===== src/rtl/pcileech_board_pkg.sv =====
// Shared definitions for the board control block: reset FSM states and
// default timing constants (cycles of the 100 MHz system clock).
// No logic; imported by pcileech_debounce and pcileech_board_ctl.
package pcileech_board_pkg;

    typedef enum logic [1:0] {
        ASSERT = 2'd0,
        HOLD   = 2'd1,
        IDLE   = 2'd2
    } rst_state_t;

    localparam int DEF_DEBOUNCE_CYCLES    = 1000000;   // 10 ms at 100 MHz
    localparam int DEF_RST_STRETCH_CYCLES = 256;
    localparam int DEF_ACT_STRETCH_CYCLES = 5000000;   // 50 ms at 100 MHz
    localparam int DEF_BLINK_HALF_CYCLES  = 50000000;  // 0.5 s at 100 MHz

endpackage


===== src/rtl/pcileech_debounce.sv =====
// Purpose: 2-flop synchronizer plus counter debounce for one active-low button.
// Latency: a clean raw edge reaches 'pressed' exactly 2+DEBOUNCE_CYCLES cycles later.
// Backpressure: none; free-running level output.
//
// Ports: clk (system clock), rst_n (sync active-low reset), btn_raw_n (raw
// asynchronous button, low = pressed), pressed (debounced level, high = pressed).
module pcileech_debounce
    import pcileech_board_pkg::*;
#(
    parameter int DEBOUNCE_CYCLES = DEF_DEBOUNCE_CYCLES
) (
    input  logic clk,
    input  logic rst_n,
    input  logic btn_raw_n,
    output logic pressed
);

    localparam int CW = $clog2(DEBOUNCE_CYCLES + 1);
    localparam logic [CW-1:0] CNT_LAST = CW'(DEBOUNCE_CYCLES - 1);

    logic          sync1;
    logic          sync2;
    logic [CW-1:0] cnt;

    // The stable value is kept in pressed polarity (pressed == ~stable) so the
    // debounced output comes straight from a flop.
    always_ff @(posedge clk) begin
        if (!rst_n) begin
            sync1   <= 1'b1;
            sync2   <= 1'b1;
            cnt     <= '0;
            pressed <= 1'b0;
        end else begin
            sync1 <= btn_raw_n;
            sync2 <= sync1;
            if (sync2 == ~pressed) begin
                cnt <= '0;                  // agrees with stable value, or bounced back
            end else if (cnt == CNT_LAST) begin
                pressed <= ~sync2;          // differed for DEBOUNCE_CYCLES cycles
                cnt     <= '0;
            end else begin
                cnt <= cnt + CW'(1);
            end
        end
    end

endmodule


===== src/rtl/pcileech_board_ctl.sv =====
// Purpose: board control - debounced buttons, stretched system reset, user LED.
// Latency: rst_out rises 1 cycle after a debounced press; led_out is 1 cycle behind its inputs.
// Backpressure: none; all outputs are free-running status levels.
//
// Ports: clk (100 MHz), rst_n (sync active-low), btn_rst_n / btn_inv_n (raw
// buttons, low = pressed), led_act (activity pulse), rst_out (active-high
// system reset), btn_inv (debounced invert, high = pressed), led_out (LED).
// Build option: define PCILEECH_BOARD_HEARTBEAT_EN to blink the LED while idle.
module pcileech_board_ctl
    import pcileech_board_pkg::*;
#(
    parameter int DEBOUNCE_CYCLES    = DEF_DEBOUNCE_CYCLES,
    parameter int RST_STRETCH_CYCLES = DEF_RST_STRETCH_CYCLES,
    parameter int ACT_STRETCH_CYCLES = DEF_ACT_STRETCH_CYCLES,
    parameter int BLINK_HALF_CYCLES  = DEF_BLINK_HALF_CYCLES
) (
    input  logic clk,
    input  logic rst_n,
    input  logic btn_rst_n,
    input  logic btn_inv_n,
    input  logic led_act,
    output logic rst_out,
    output logic btn_inv,
    output logic led_out
);

    localparam int SW = $clog2(RST_STRETCH_CYCLES + 1);
    localparam int AW = $clog2(ACT_STRETCH_CYCLES + 1);
    localparam logic [SW-1:0] STRETCH_LAST = SW'(RST_STRETCH_CYCLES - 1);
    localparam logic [AW-1:0] ACT_LOAD     = AW'(ACT_STRETCH_CYCLES);

    logic rst_pressed;

    pcileech_debounce #(.DEBOUNCE_CYCLES(DEBOUNCE_CYCLES)) u_db_rst (
        .clk       (clk),
        .rst_n     (rst_n),
        .btn_raw_n (btn_rst_n),
        .pressed   (rst_pressed)
    );

    pcileech_debounce #(.DEBOUNCE_CYCLES(DEBOUNCE_CYCLES)) u_db_inv (
        .clk       (clk),
        .rst_n     (rst_n),
        .btn_raw_n (btn_inv_n),
        .pressed   (btn_inv)
    );

    // ---------------- reset stretch FSM ----------------
    rst_state_t    state;
    rst_state_t    state_nxt;
    logic [SW-1:0] st_cnt;
    logic [SW-1:0] st_cnt_nxt;

    always_ff @(posedge clk) begin
        if (!rst_n) begin
            state  <= ASSERT;
            st_cnt <= '0;
        end else begin
            state  <= state_nxt;
            st_cnt <= st_cnt_nxt;
        end
    end

    // Button activity is ignored in ASSERT so the stretch always runs in full;
    // HOLD then waits for the button to be let go.
    always_comb begin
        state_nxt  = state;
        st_cnt_nxt = st_cnt;
        case (state)
            ASSERT: begin
                if (st_cnt == STRETCH_LAST) begin
                    state_nxt  = HOLD;
                    st_cnt_nxt = '0;
                end else begin
                    st_cnt_nxt = st_cnt + SW'(1);
                end
            end
            HOLD: begin
                if (!rst_pressed) state_nxt = IDLE;
            end
            IDLE: begin
                if (rst_pressed) begin
                    state_nxt  = ASSERT;
                    st_cnt_nxt = '0;
                end
            end
            default: begin
                state_nxt  = ASSERT;
                st_cnt_nxt = '0;
            end
        endcase
    end

    assign rst_out = (state != IDLE);

    // ---------------- activity stretch ----------------
    logic [AW-1:0] act_cnt;

    always_ff @(posedge clk) begin
        if (!rst_n) begin
            act_cnt <= '0;
        end else if (led_act) begin
            act_cnt <= ACT_LOAD;
        end else if (act_cnt != '0) begin
            act_cnt <= act_cnt - AW'(1);
        end
    end

    // ---------------- idle LED value ----------------
    logic idle_val;

`ifdef PCILEECH_BOARD_HEARTBEAT_EN
    localparam int BW = $clog2(BLINK_HALF_CYCLES + 1);
    localparam logic [BW-1:0] BLINK_LAST = BW'(BLINK_HALF_CYCLES - 1);

    logic [BW-1:0] blink_cnt;
    logic          blink_phase;

    // Frozen while the system is held in reset.
    always_ff @(posedge clk) begin
        if (!rst_n) begin
            blink_cnt   <= '0;
            blink_phase <= 1'b0;
        end else if (!rst_out) begin
            if (blink_cnt == BLINK_LAST) begin
                blink_cnt   <= '0;
                blink_phase <= ~blink_phase;
            end else begin
                blink_cnt <= blink_cnt + BW'(1);
            end
        end
    end

    assign idle_val = blink_phase;
`else
    assign idle_val = 1'b0;
`endif

    // ---------------- LED drive ----------------
    logic led_base;

    always_comb begin
        led_base = 1'b0;
        if (!rst_out) led_base = (act_cnt != '0) | idle_val;
    end

    always_ff @(posedge clk) begin
        if (!rst_n) led_out <= 1'b0;
        else        led_out <= led_base ^ btn_inv;
    end

endmodule


===== config.mk =====
export PLATFORM = sky130hd
export DESIGN_NAME = pcileech_board_ctl
export DESIGN_NICKNAME = d
export VERILOG_FILES = /design/src/rtl/pcileech_board_pkg.sv /design/src/rtl/pcileech_debounce.sv /design/src/rtl/pcileech_board_ctl.sv
export SDC_FILE = /design/constraint.sdc
export NUM_CORES = 1
export LEC_CHECK = 0
export ABC_AREA = 1
export BUFFER_PORTS_ARGS = -buffer_cell sky130_fd_sc_hd__buf_2
export CORE_MARGIN = 3
export CORE_UTILIZATION = 60
export DETAILED_ROUTE_END_ITERATION = 7
export PLACE_DENSITY = 0.74
export SETUP_SLACK_MARGIN = 0.1
export SLEW_MARGIN = 10
export SYNTH_ARGS = -nofsm -noshare
export SYNTH_HDL_FRONTEND = slang
export SYNTH_HIERARCHICAL = 1
export SYNTH_SLANG_ARGS = --single-unit

===== constraint.sdc =====
create_clock -name clk -period 1.7 [get_ports clk]
set_input_delay 0.425 -clock clk [delete_from_list [all_inputs] [get_ports clk]]
set_output_delay 0.425 -clock clk [all_outputs]
set_load 0.01 [all_outputs]

## Word level (Yosys, flattened, before mapping)

Cells that the tools add are included.

- Word-level logic and storage cells: 57
- Register bits after elaboration: 81

- Reduce and logical (&&, ||, !) cells: 10
- Add/subtract/negate cells: 4
- Mux-type cells: 10
- Equal/unequal tests: 11
- Bitwise gates (word level): 9

Operators by type and width:

| operator | number |
|---|---|
| 23-bit two-way mux | 2 |
| 20-bit by 1-bit adder with 20-bit output, second input constant | 2 |
| 20-bit == test, second input constant | 2 |
| 9-bit one-hot mux with 3 select lines | 1 |
| 23-bit nonzero test | 1 |
| 23-bit by 1-bit subtractor with 23-bit output, second input constant | 1 |
| 9-bit two-way mux | 2 |
| 9-bit by 1-bit adder with 9-bit output, second input constant | 1 |
| 9-bit by 8-bit == test with 1-bit output, second input constant | 1 |
| 1-bit inverter | 8 |
| 2-bit two-way mux | 3 |
| 2-bit != test, second input constant | 3 |
| 2-bit one-hot mux with 3 select lines | 1 |
| 2-bit AND reduction | 3 |
| 3-bit OR reduction | 2 |
| 3-bit AND reduction | 1 |
| 1-bit == test | 2 |
| 2-bit by 1-bit == test with 1-bit output, second input constant | 1 |
| 2-bit == test, second input constant | 1 |
| 2-bit zero test | 1 |
| 2-bit by 1-bit != test with 1-bit output, second input constant | 1 |
| 2-bit nonzero test | 1 |
| 2-bit OR reduction | 1 |
| 1-bit two-way mux | 1 |
| 1-bit bitwise XOR | 1 |

## Logic depth before layout (Yosys ltp)

Gate-level depths: netlist of the first run.

- Word-level depth: 4
- Gate-level depth with buffers: 8
- Gate-level depth less buffers: 8

## Hierarchy

The synthesis of the first run kept the hierarchy.

By module, submodules not included:

| module | cells an instance | sequential area each (sq um) | area each (sq um) | times used |
|---|---|---|---|---|
| pcileech_debounce | 162 | 460.4 | 1,154.9 | 2 |
| pcileech_board_ctl | 276 | 700.7 | 1,870.5 | 1 |

## Worst setup path after synthesis of the first run

OpenSTA, ideal clock, no wires.

- Path type: reg2reg
- Start: register act_cnt[0]
- End: register act_cnt[20]
- Setup time: 0.128 ns
- Cell stages (with the launch flop): 9
- Buffers on the path: 0
- Clock period less this slack: 1.416 ns
- Data arrival time: 1.289 ns
- Setup slack: 0.284 ns
- Cell sequence: dfxtp_1 -> inv_1 -> ha_1 -> inv_1 -> nor2_1 -> nand3_1 -> xor2_1 -> nand2_1 -> nor2_1

- Word-level cells in the longest chain between the ends: 1
- Elaborated cells between the ends (all ways): 2
- Those cells by class: add/sub (1); reduce/logical (1)

Ends and longest elaborated chain:

| element | line | text |
|---|---|---|
| from (decl) | pcileech_board_ctl.sv:97 | `logic [AW-1:0] act_cnt;` |
| from (signal assigned) | pcileech_board_ctl.sv:105 | `act_cnt <= act_cnt - AW'(1);` |
| 23-bit by 1-bit subtractor with 23-bit output or 23-bit nonzero test (tied branches) | pcileech_board_ctl.sv:105, pcileech_board_ctl.sv:104 |  |

Several ways; a longest one is shown, not always the timed one.
A chain may end at the register's enable or synchronous reset.

## Worst setup path in the final report of the first run

- Start: register state[1]
- End: output port rst_out

- Word-level cells in the longest chain between the ends: 1

Ends and longest elaborated chain:

| element | line | text |
|---|---|---|
| from (decl) | pcileech_board_ctl.sv:49 | `rst_state_t state;` |
| from (signal assigned) | pcileech_board_ctl.sv:59 | `state <= state_nxt;` |
| 2-bit != test | pcileech_board_ctl.sv:94 | `assign rst_out = (state != IDLE);` |
| to (decl) | pcileech_board_ctl.sv:22 | `output logic rst_out,` |

Every way passes these cells.

==> results by group, run 1 <==
Floorplan
  • Floorplan die width: 89.47 microns
  • Die height: 89.47 microns
  • Initial core utilization: 0.6400
  • Core region area: 0.006531 sq mm
  • Number of standard-cell rows in the floorplan: 29
  • Number of ports placed on the die boundary: 8
  • Die area: roughly 0.008 sq mm

Clock network
  • Buffers inserted during post-CTS setup optimization: 0
  • Clock sink count: ~80
  • Register clock-pin slew on the reported worst setup and hold paths: 70 ps
  • Maximum root-to-sink buffer count: 2
  • Post_cts resized: 0
  • Cts bufs inserted: 9
  • Hold buffer count at cts: 0
  • CTS H-Tree Depth: 3
  • Clock latency at the later pin of the worst-skew pair: around 350 ps
  • Root Buffer: clkbuf_8
  • TritonCTS clock tree: built

Finish
  • Area of combinational cells with multiple inputs: 0.002297 sq mm
  • Share of layout cells above drive strength 1: 0.1380
  • Synth-to-layout area growth: 8.411%
  • Number of fillers in the final layout: 554
  • Non-Filler Cell Area, Final: between 0.004 and 0.005 sq mm
  • Total Nets Final: 629
  • Non-Filler Instances: 700
  • Diode insertion count for antenna repair: 0
  • Register area: about 0.0016 sq mm

Placement
  • Final estimated routing congestion in global placement: 0.9469
  • Worst setup timing slack at the placement stage: roughly 220 ps
  • Number of placed instances, taps included: between 600 and 700
  • Port buffer count: 7
  • Area of placed instances: 0.004300 sq mm
  • HPWL reported at the end of detailed placement: 6147 microns

Worst setup path
  • Crit path max fanout: 4
  • Startpoint type of the worst setup path: flop
  • Data required, critical path: 1270 ps
  • Critical path arrival: about 1100 ps
  • Critical path class: reg -> out
  • Crit end category: output pin

Synth
  • Top cells by area in the synthesized netlist: dfxtp_1 (39%), nand2_1 (13%), nor2_1 (9.9%), inv_1 (5.0%), nand3_1 (4.8%)
  • Average footprint of a synthesized cell: between 6 and 7 sq um
  • Yosys synthesis warning count: 6
  • Sequential cell area fraction in the yosys report: 0.3879
  • Total of flip-flops plus latches after synthesis: 81
  • Syn Inst Count: 600
  • Post-Syn Area: 0.004180 sq mm
  • Yosys top cell area share: 0.3879
  • Net count after synthesis: ~600
  • Synth cell types: 34
  • Cell taking the most area after synthesis: dfxtp_1

STA
  • Final critical-path setup slack: 160.9 ps
  • Maximum operating frequency: about 650 MHz
  • Setup tns final: 0 ps
  • Worst Max-Slew Pin Slew: approximately 490 ps
  • Setup clock skew after layout: 7.095 ps
  • Final setup violation count: 0
  • Fin. max-slew vios: 0
  • Period utilisation layout: 0.9053
  • Unrepaired setup endpoints after global routing: true
  • Smallest hold slack: 250.7 ps
  • Rel. slew slack: 0.6767
  • Final count of hold timing violations: 0
  • Final Critical Period: ~1500 ps

Routing
  • Number of nets with antenna violations after routing: 0
  • Residual DRC count: 0
  • Via total after detailed routing: 3719
  • Number of search-and-repair iterations in the first detailed-routing pass: 4
  • Overall routed net length: 8190 microns
  • Via-per-instance ratio: 5.313
  • Drt first-iter violations: about 140
  • WL per Instance: 11.70 microns

GRT
  • Global-route usage over all layers: 0.2217
  • Met3 track demand over resource in global routing: 0.05438
  • Aggregate global routing overflow: 0
  • First-pass GRT wire length: approximately 14000 microns
  • Number of antenna violations at the first check in global routing: 0
  • Vias in the first global route: around 3300
  • Met2 Usage GRT: 0.3630
  • Grt peak-use layer: met2
  • Met1 Use GR: 0.2842
  • Pin count of the biggest net entering global routing: 20

Power
  • Peak ir drop on the vdd network: 0.5781 mV
  • Pwr dens: approximately 900 mW/mm^2
  • Leakage power total: roughly 1.7 nW

Hold path
  • Path category of the worst min-delay check: in -> reg

Status
  • Run status: finished clean

Flow run
  • Number of violations of the max-capacitance limit: 0
per-layer routing:
| metal | vias up | wire length (microns) |
|---|---|---|
| li1 | 1952 | - |
| met1 | 1667 | 3972 |
| met2 | 83 | 3700 |
| met3 | 17 | 365 |
| met4 | 0 | 152 |
| met5 | - | 0 |
synthesized netlist by cell type, drive strengths merged:
master / instances
nand3: 47
a21oi: 34
dfxtp: 81
nand2: 144
a31oi: 2
xnor2: 10
o21ai: 14
a211oi: 1
buf: 4
nand4: 13
ha: 5
o21bai: 3
nor3: 8
nor2: 142
nor4: 1
a21o: 3
o21a: 1
clkbuf: 2
inv: 58
or2: 6
a31o: 1
xor2: 18
nand3b: 2
path summary, 6_finish.rpt:
check                                endpoint  slack, ps  cells after the start                  startpoint
setup / recovery                      rst_out        160                      4       state[1]$_SDFFE_PN0P_
hold / removal      u_db_rst/sync1$_SDFF_PN1_        250                      3                   btn_rst_n
setup reg to reg  u_db_inv/cnt[11]$_SDFF_PP0_        240                      6  u_db_inv/cnt[0]$_SDFF_PP0_
hold reg to reg     u_db_inv/sync2$_SDFF_PN1_        420                      2   u_db_inv/sync1$_SDFF_PN1_
kinds of logic (layout without fill, tap and decap cells):
logic type,after synthesis,count (layout),share of synthesized area
simple gates,363,363,0.3933
buf+inv,64,87,0.06735
flops,81,81,0.3879
xor+xnor,28,28,0.05866
compound gates,59,59,0.07782
fa+ha+maj,5,5,0.01497
sequential cells by signal, summed over array words and instances, names as in the netlist:
signal,flops
u_db_inv/pressed,1
u_db_inv/sync2,1
u_db_rst/sync1,1
u_db_rst/sync2,1
led_out,1
state,2
u_db_rst/pressed,1
u_db_inv/cnt,20
u_db_inv/sync1,1
u_db_rst/cnt,20
act_cnt,23
st_cnt,9
critical path: stages, from the launching register on:
cell and delay (ps):
dfxtp_2 340, inv_1 80, nor2_4 130, inv_1 70, buf_2 140
through the flow:
step | util | total power (W)
6_report | 0.6939 | 0.003994
5_1_grt | 0.6939 | 0.004189
2_1_floorplan | - | 0.002417
3_3_place_gp | 0.6584 | 0.002513
4_1_cts | 0.6906 | 0.004041
3_5_place_dp | 0.6584 | 0.002526
cell usage in the layout, fill, tap and decap left out, drive strengths merged, types with 10 or more instances in the layout:
| cell | Yosys | layout |
|---|---|---|
| nand2 | 144 | 144 |
| nor2 | 142 | 142 |
| dfxtp | 81 | 81 |
| inv | 58 | 58 |
| nand3 | 47 | 47 |
| a21oi | 34 | 34 |
| xor2 | 18 | 18 |
| o21ai | 14 | 14 |
| buf | 4 | 14 |
| nand4 | 13 | 13 |
| clkbuf | 2 | 12 |
| xnor2 | 10 | 10 |
final cells by class:
| type | instances | area share |
|---|---|---|
| clock inverters | 3 | 0.01436 |
| clock buffers | 12 | 0.03203 |
| flip-flops and latches | 81 | 0.3581 |
| well taps | 77 | 0.02126 |
| inverters | 58 | 0.04804 |
| repair buffers | 14 | 0.01933 |
| multi-input cells | 455 | 0.5069 |
power breakdown:
| part | leakage (nW) | internal (W) | switching [W] |
|---|---|---|---|
| registers | 0.659 | 0.00196 | 0.0000587 |
| clock network | 0.106 | 0.000858 | 0.000640 |
| logic | 0.924 | 0.000174 | 0.000306 |
Power figures use the tool's default switching activity.
==> inputs of run 2 (changes only) <==
- ABC_AREA: 1 -> unset
==> run 2 against run 1 <==
Effect of this change:
- the flow now finishes with violations (negative setup slack)
- critical path depth is 1 higher
- area after synthesis is 8.3% lower
- clock power is 3% lower
- sequential cell count stayed put
- final cell count is 15% lower
- combinational power is 63% higher
- global-route usage is 5.0 points higher
- routed wire length is 22% higher
==> results by group, run 2 <==
Status
  • Run status: complete, but fails checks (was finished clean)
  • Violations in the final reports: negative setup slack

GRT
  • First-pass GRT wire length: 15930 microns (was 13990 microns)
  • Global-route usage over all layers: 0.2720 (was 0.2217)
  • Vias in the first global route: 3460 (was 3261)
  • Number of antenna violations at the first check in global routing: 0 (unchanged)
  • Pin count of the biggest net entering global routing: 16 (was 20)
  • Aggregate global routing overflow: 0 (unchanged)

Worst setup path
  • Launch instance of the worst register-to-register path: u_db_rst/cnt[10]$_SDFF_PP0_ (was u_db_inv/cnt[0]$_SDFF_PP0_)
  • Slowest stage cell, crit path: or4_4 (was dfxtp_2)
  • Critical path's largest stage delay: 510 ps (was 340 ps)
  • Critical path arrival: 2100 ps (was 1110 ps)
  • First element of the critical path: u_db_rst/cnt[10]$_SDFF_PP0_ (was state[1]$_SDFFE_PN0P_)
  • Depth of the worst register-to-register path: 5 (was 6)
  • Crit path max fanout: 8 (was 4)
  • Data required, critical path: 1950 ps (was 1270 ps)
  • R2r setup slk: -160 ps (was 240 ps)
  • Cells traversed along the worst timing path: or4_4 > or4_4 > o211ai_4 > buf_6 > a21oi_2 (was inv_1 > nor2_4 > inv_1 > buf_2)
  • Most frequent CP cell: or4_4 (was inv_1)
  • Critical path class: reg -> reg (was reg -> out)
  • Crit end category: flop (was output pin)
  • Startpoint type of the worst setup path: flop (unchanged)
  • RR Endpoint: u_db_rst/cnt[19]$_SDFF_PP0_ (was u_db_inv/cnt[11]$_SDFF_PP0_)
  • Critical Path Sink: u_db_rst/cnt[19]$_SDFF_PP0_ (was rst_out)

Power
  • Internal Pwr Total: 0.003057 W (was 0.002989 W)
  • Comb power frac: 0.183 (was 0.120)
  • Proportion of power drawn by flip-flops and latches: 0.477 (was 0.505)
  • Clock network fraction of total power: 0.339 (was 0.375)
  • Power, Total: 0.004270 W (was 0.003994 W)
  • Pwr dens: 821.4 mW/mm^2 (was 881.3 mW/mm^2)
  • Sw Pwr: 0.001214 W (was 0.001005 W)
  • Leakage power total: 1.927 nW (was 1.689 nW)
  • Peak ir drop on the vdd network: 0.8408 mV (was 0.5781 mV)
  • Switching share of power: 0.2842 (was 0.2515)

Clock network
  • Clock latency at the later pin of the worst-skew pair: 370 ps (was 350 ps)
  • Root Buffer: clkbuf_8 (unchanged)
  • Cts bufs inserted: 9 (unchanged)
  • Maximum root-to-sink buffer count: 2 (unchanged)
  • Hold buffer count at cts: 0 (unchanged)
  • TritonCTS clock tree: built (unchanged)
  • CTS H-Tree Depth: 3 (unchanged)
  • Register clock-pin slew on the reported worst setup and hold paths: 80 ps (was 70 ps)
  • Clock sink count: 81 (unchanged)

Finish
  • Area of combinational cells with multiple inputs: 0.002439 sq mm (was 0.002297 sq mm)
  • Final core area utilization: 0.8578 (was 0.6939)
  • Register area: 0.001658 sq mm (was 0.001623 sq mm)
  • Leading cell types in the layout, fill and taps excluded: buf_4 (76), dfxtp_1 (60), nor2_1 (42), xnor2_1 (28), nand3_1 (19) (was nand2_1 (139), nor2_1 (108), dfxtp_1 (80), inv_1 (56), nand3_1 (40))
  • Synth-to-layout area growth: 35.65% (was 8.411%)
  • Max FFs per register: 23 (unchanged)
  • Largest registers: act_cnt: 23 flops, u_db_inv/cnt: 20 flops, u_db_rst/cnt: 20 flops (unchanged)
  • Diode insertion count for antenna repair: 0 (unchanged)
  • Share of layout cells above drive strength 1: 0.4112 (was 0.1380)
  • Commonest non-fill, non-tap cell in the layout: buf_4 (was nand2_1)
  • Total Nets Final: 523 (was 629)
  • Number of fillers in the final layout: 320 (was 554)
  • Register with the most flip-flops: act_cnt (unchanged)

STA
  • Rel. slew slack: 0.6127 (was 0.6767)
  • Smallest hold slack: 234.3 ps (was 250.7 ps)
  • Final setup violation count: 50 (was 0)
  • Maximum operating frequency: 538.4 MHz (was 649.8 MHz)
  • Final Critical Period: 1858 ps (was 1539 ps)
  • Final critical-path setup slack: -157.5 ps (was 160.9 ps)
  • Fin. max-slew vios: 0 (unchanged)
  • Setup clock skew after layout: 16.53 ps (was 7.095 ps)
  • Worst Max-Slew Pin Slew: 577.2 ps (was 485.0 ps)
  • Final count of hold timing violations: 0 (unchanged)
  • Unrepaired setup endpoints after global routing: true (unchanged)
  • Period utilisation layout: 1.093 (was 0.9053)

Synth
  • Syn Inst Count: 418 (was 600)
  • Count of flip-flops with a built-in enable after synthesis: 0 (unchanged)
  • Primary FF master, synth: dfxtp_1 (unchanged)
  • Async set-reset flop share out of synthesis: 0 (unchanged)
  • Cell with the most instances after synthesis: dfxtp_1 (was nand2_1)
  • Average footprint of a synthesized cell: 9.168 sq um (was 6.967 sq um)
  • Synth cell types: 54 (was 34)
  • Sequential cell area fraction in the yosys report: 0.4231 (was 0.3879)
  • Cell taking the most area after synthesis: dfxtp_1 (unchanged)
  • Top cells by area in the synthesized netlist: dfxtp_1 (42%), xnor2_1 (6.6%), nor2_1 (5.3%), xor2_1 (3.9%), nand3_1 (2.6%) (was dfxtp_1 (39%), nand2_1 (13%), nor2_1 (9.9%), inv_1 (5.0%), nand3_1 (4.8%))
  • Total of flip-flops plus latches after synthesis: 81 (unchanged)
  • Yosys top cell area share: 0.4231 (was 0.3879)
  • Yosys synthesis warning count: 6 (unchanged)
  • Commonest cells in the synthesized netlist: dfxtp_1 (81), nor2_1 (54), xnor2_1 (29) (was nand2_1 (140), nor2_1 (110), dfxtp_1 (81))
  • Post-Syn Area: 0.003832 sq mm (was 0.004180 sq mm)
  • Net count after synthesis: 428 (was 610)

Placement
  • Final estimated routing congestion in global placement: 0.7961 (was 0.9469)
  • Port buffer count: 7 (unchanged)
  • HPWL reported at the end of detailed placement: 5868 microns (was 6147 microns)

Routing
  • Drt first-iter violations: 229 (was 142)
  • Via-per-instance ratio: 5.813 (was 5.313)
  • Number of search-and-repair iterations in the first detailed-routing pass: 5 (was 4)
  • WL per Instance: 16.81 microns (was 11.70 microns)
  • Via total after detailed routing: 3447 (was 3719)
  • Number of nets with antenna violations after routing: 0 (unchanged)
  • Residual DRC count: 0 (unchanged)
  • Overall routed net length: 9970 microns (was 8190 microns)

Floorplan
  • Core region area: 0.006061 sq mm (was 0.006531 sq mm)
  • Die area: 0.007382 sq mm (was 0.008005 sq mm)
  • Number of standard-cell rows in the floorplan: 28 (was 29)
  • Initial core utilization: 0.6323 (was 0.6400)
  • Die height: 85.92 microns (was 89.47 microns)
  • Number of ports placed on the die boundary: 8 (unchanged)
  • Floorplan die width: 85.92 microns (was 89.47 microns)

Flow run
  • Number of violations of the max-capacitance limit: 0 (unchanged)

Hold path
  • Path category of the worst min-delay check: in -> reg (unchanged)
run 2: changes by cell type after synthesis, moves of 14 or more:
cell / delta
a21oi_1: -14
inv_1: -41
nand2_1: -123
nand3_1: -20
nor2_1: -56
nor2_2: -31
xnor2_1: +19
run 2: how the worst min path moves through the flow:
stage	start	endpoint	slack, ps	depth (start not counted)
after floorplan	u_db_inv/sync1$_SDFF_PN1_	u_db_inv/sync2$_SDFF_PN1_	390	1
after global placement	u_db_rst/sync1$_SDFF_PN1_	u_db_rst/sync2$_SDFF_PN1_	390	1
after detailed placement	u_db_rst/sync1$_SDFF_PN1_	u_db_rst/sync2$_SDFF_PN1_	390	1
after CTS	btn_rst_n	u_db_rst/sync1$_SDFF_PN1_	230	2
after global routing	btn_rst_n	u_db_rst/sync1$_SDFF_PN1_	250	2
final	btn_rst_n	u_db_rst/sync1$_SDFF_PN1_	230	2
run 2: power groups by stage:
stage	clock network, W	logic [W]	registers [W]
after global placement	0	0.000529	0.00206
final	0.00145	0.000783	0.00204
after detailed placement	0	0.000541	0.00207
after floorplan	0	0.000364	0.00207
after CTS	0.00145	0.000642	0.00203
after global routing	0.00155	0.000837	0.00205
run 2: metrics by stage:
stage / cells / TNS, ps / instance area (sq um) / setup slack, ps
after floorplan: 418 / -4137 / 3940 / -172.6
after global placement: 561 / -3733 / 4539 / -109.7
after detailed placement: 561 / -5045 / 4539 / -150.1
after CTS: 587 / -5041 / 5004 / -138.2
after global routing: 593 / -9083 / 5199 / -218.8
final: 593 / -5834 / 5199 / -157.5
run 2: metal layers:
layer  GRT usage  share of wire
met4      0.1223          0.020
met3     0.05476          0.037
met2      0.4723           0.52
met1      0.3217           0.42
met5           0              0
run 2: cells by family (layout without fill, tap and decap cells):
family	after synthesis	in the layout	share of synthesized area
AND/OR/NAND/NOR	191	191	0.3004
flip-flops	81	81	0.4231
AO/OA/AOI/OAI	68	68	0.1237
XOR/XNOR	46	46	0.1051
buffers and inverters	27	127	0.03134
adder cells (fa/ha/maj)	5	5	0.01632
run 2: cell type report:
class,instances,area share
Sequential cell,81,0.3189
Clock inverter,5,0.01059
Multi-Input combinational cell,310,0.4691
Inverter,15,0.01083
Timing Repair Buffer,96,0.1454
Clock buffer,11,0.02720
Tap cell,75,0.01805
run 2: worst max-delay path: cells and delay by family (launching register included):
family,cells,cell delay (ps)
and+or+nand+nor,2,960
DFF,1,330
buffers and inverters,1,190
AOI/OAI and AO/OA,2,260
run 2: repair_timing:
action	4_1_cts	5_1_grt
resized for setup	51	39
cloned	2	0
pin swaps	24	22
endpoints found under the setup margin	67	70
buffers inserted	9	6
endpoints found under the hold margin	0	0
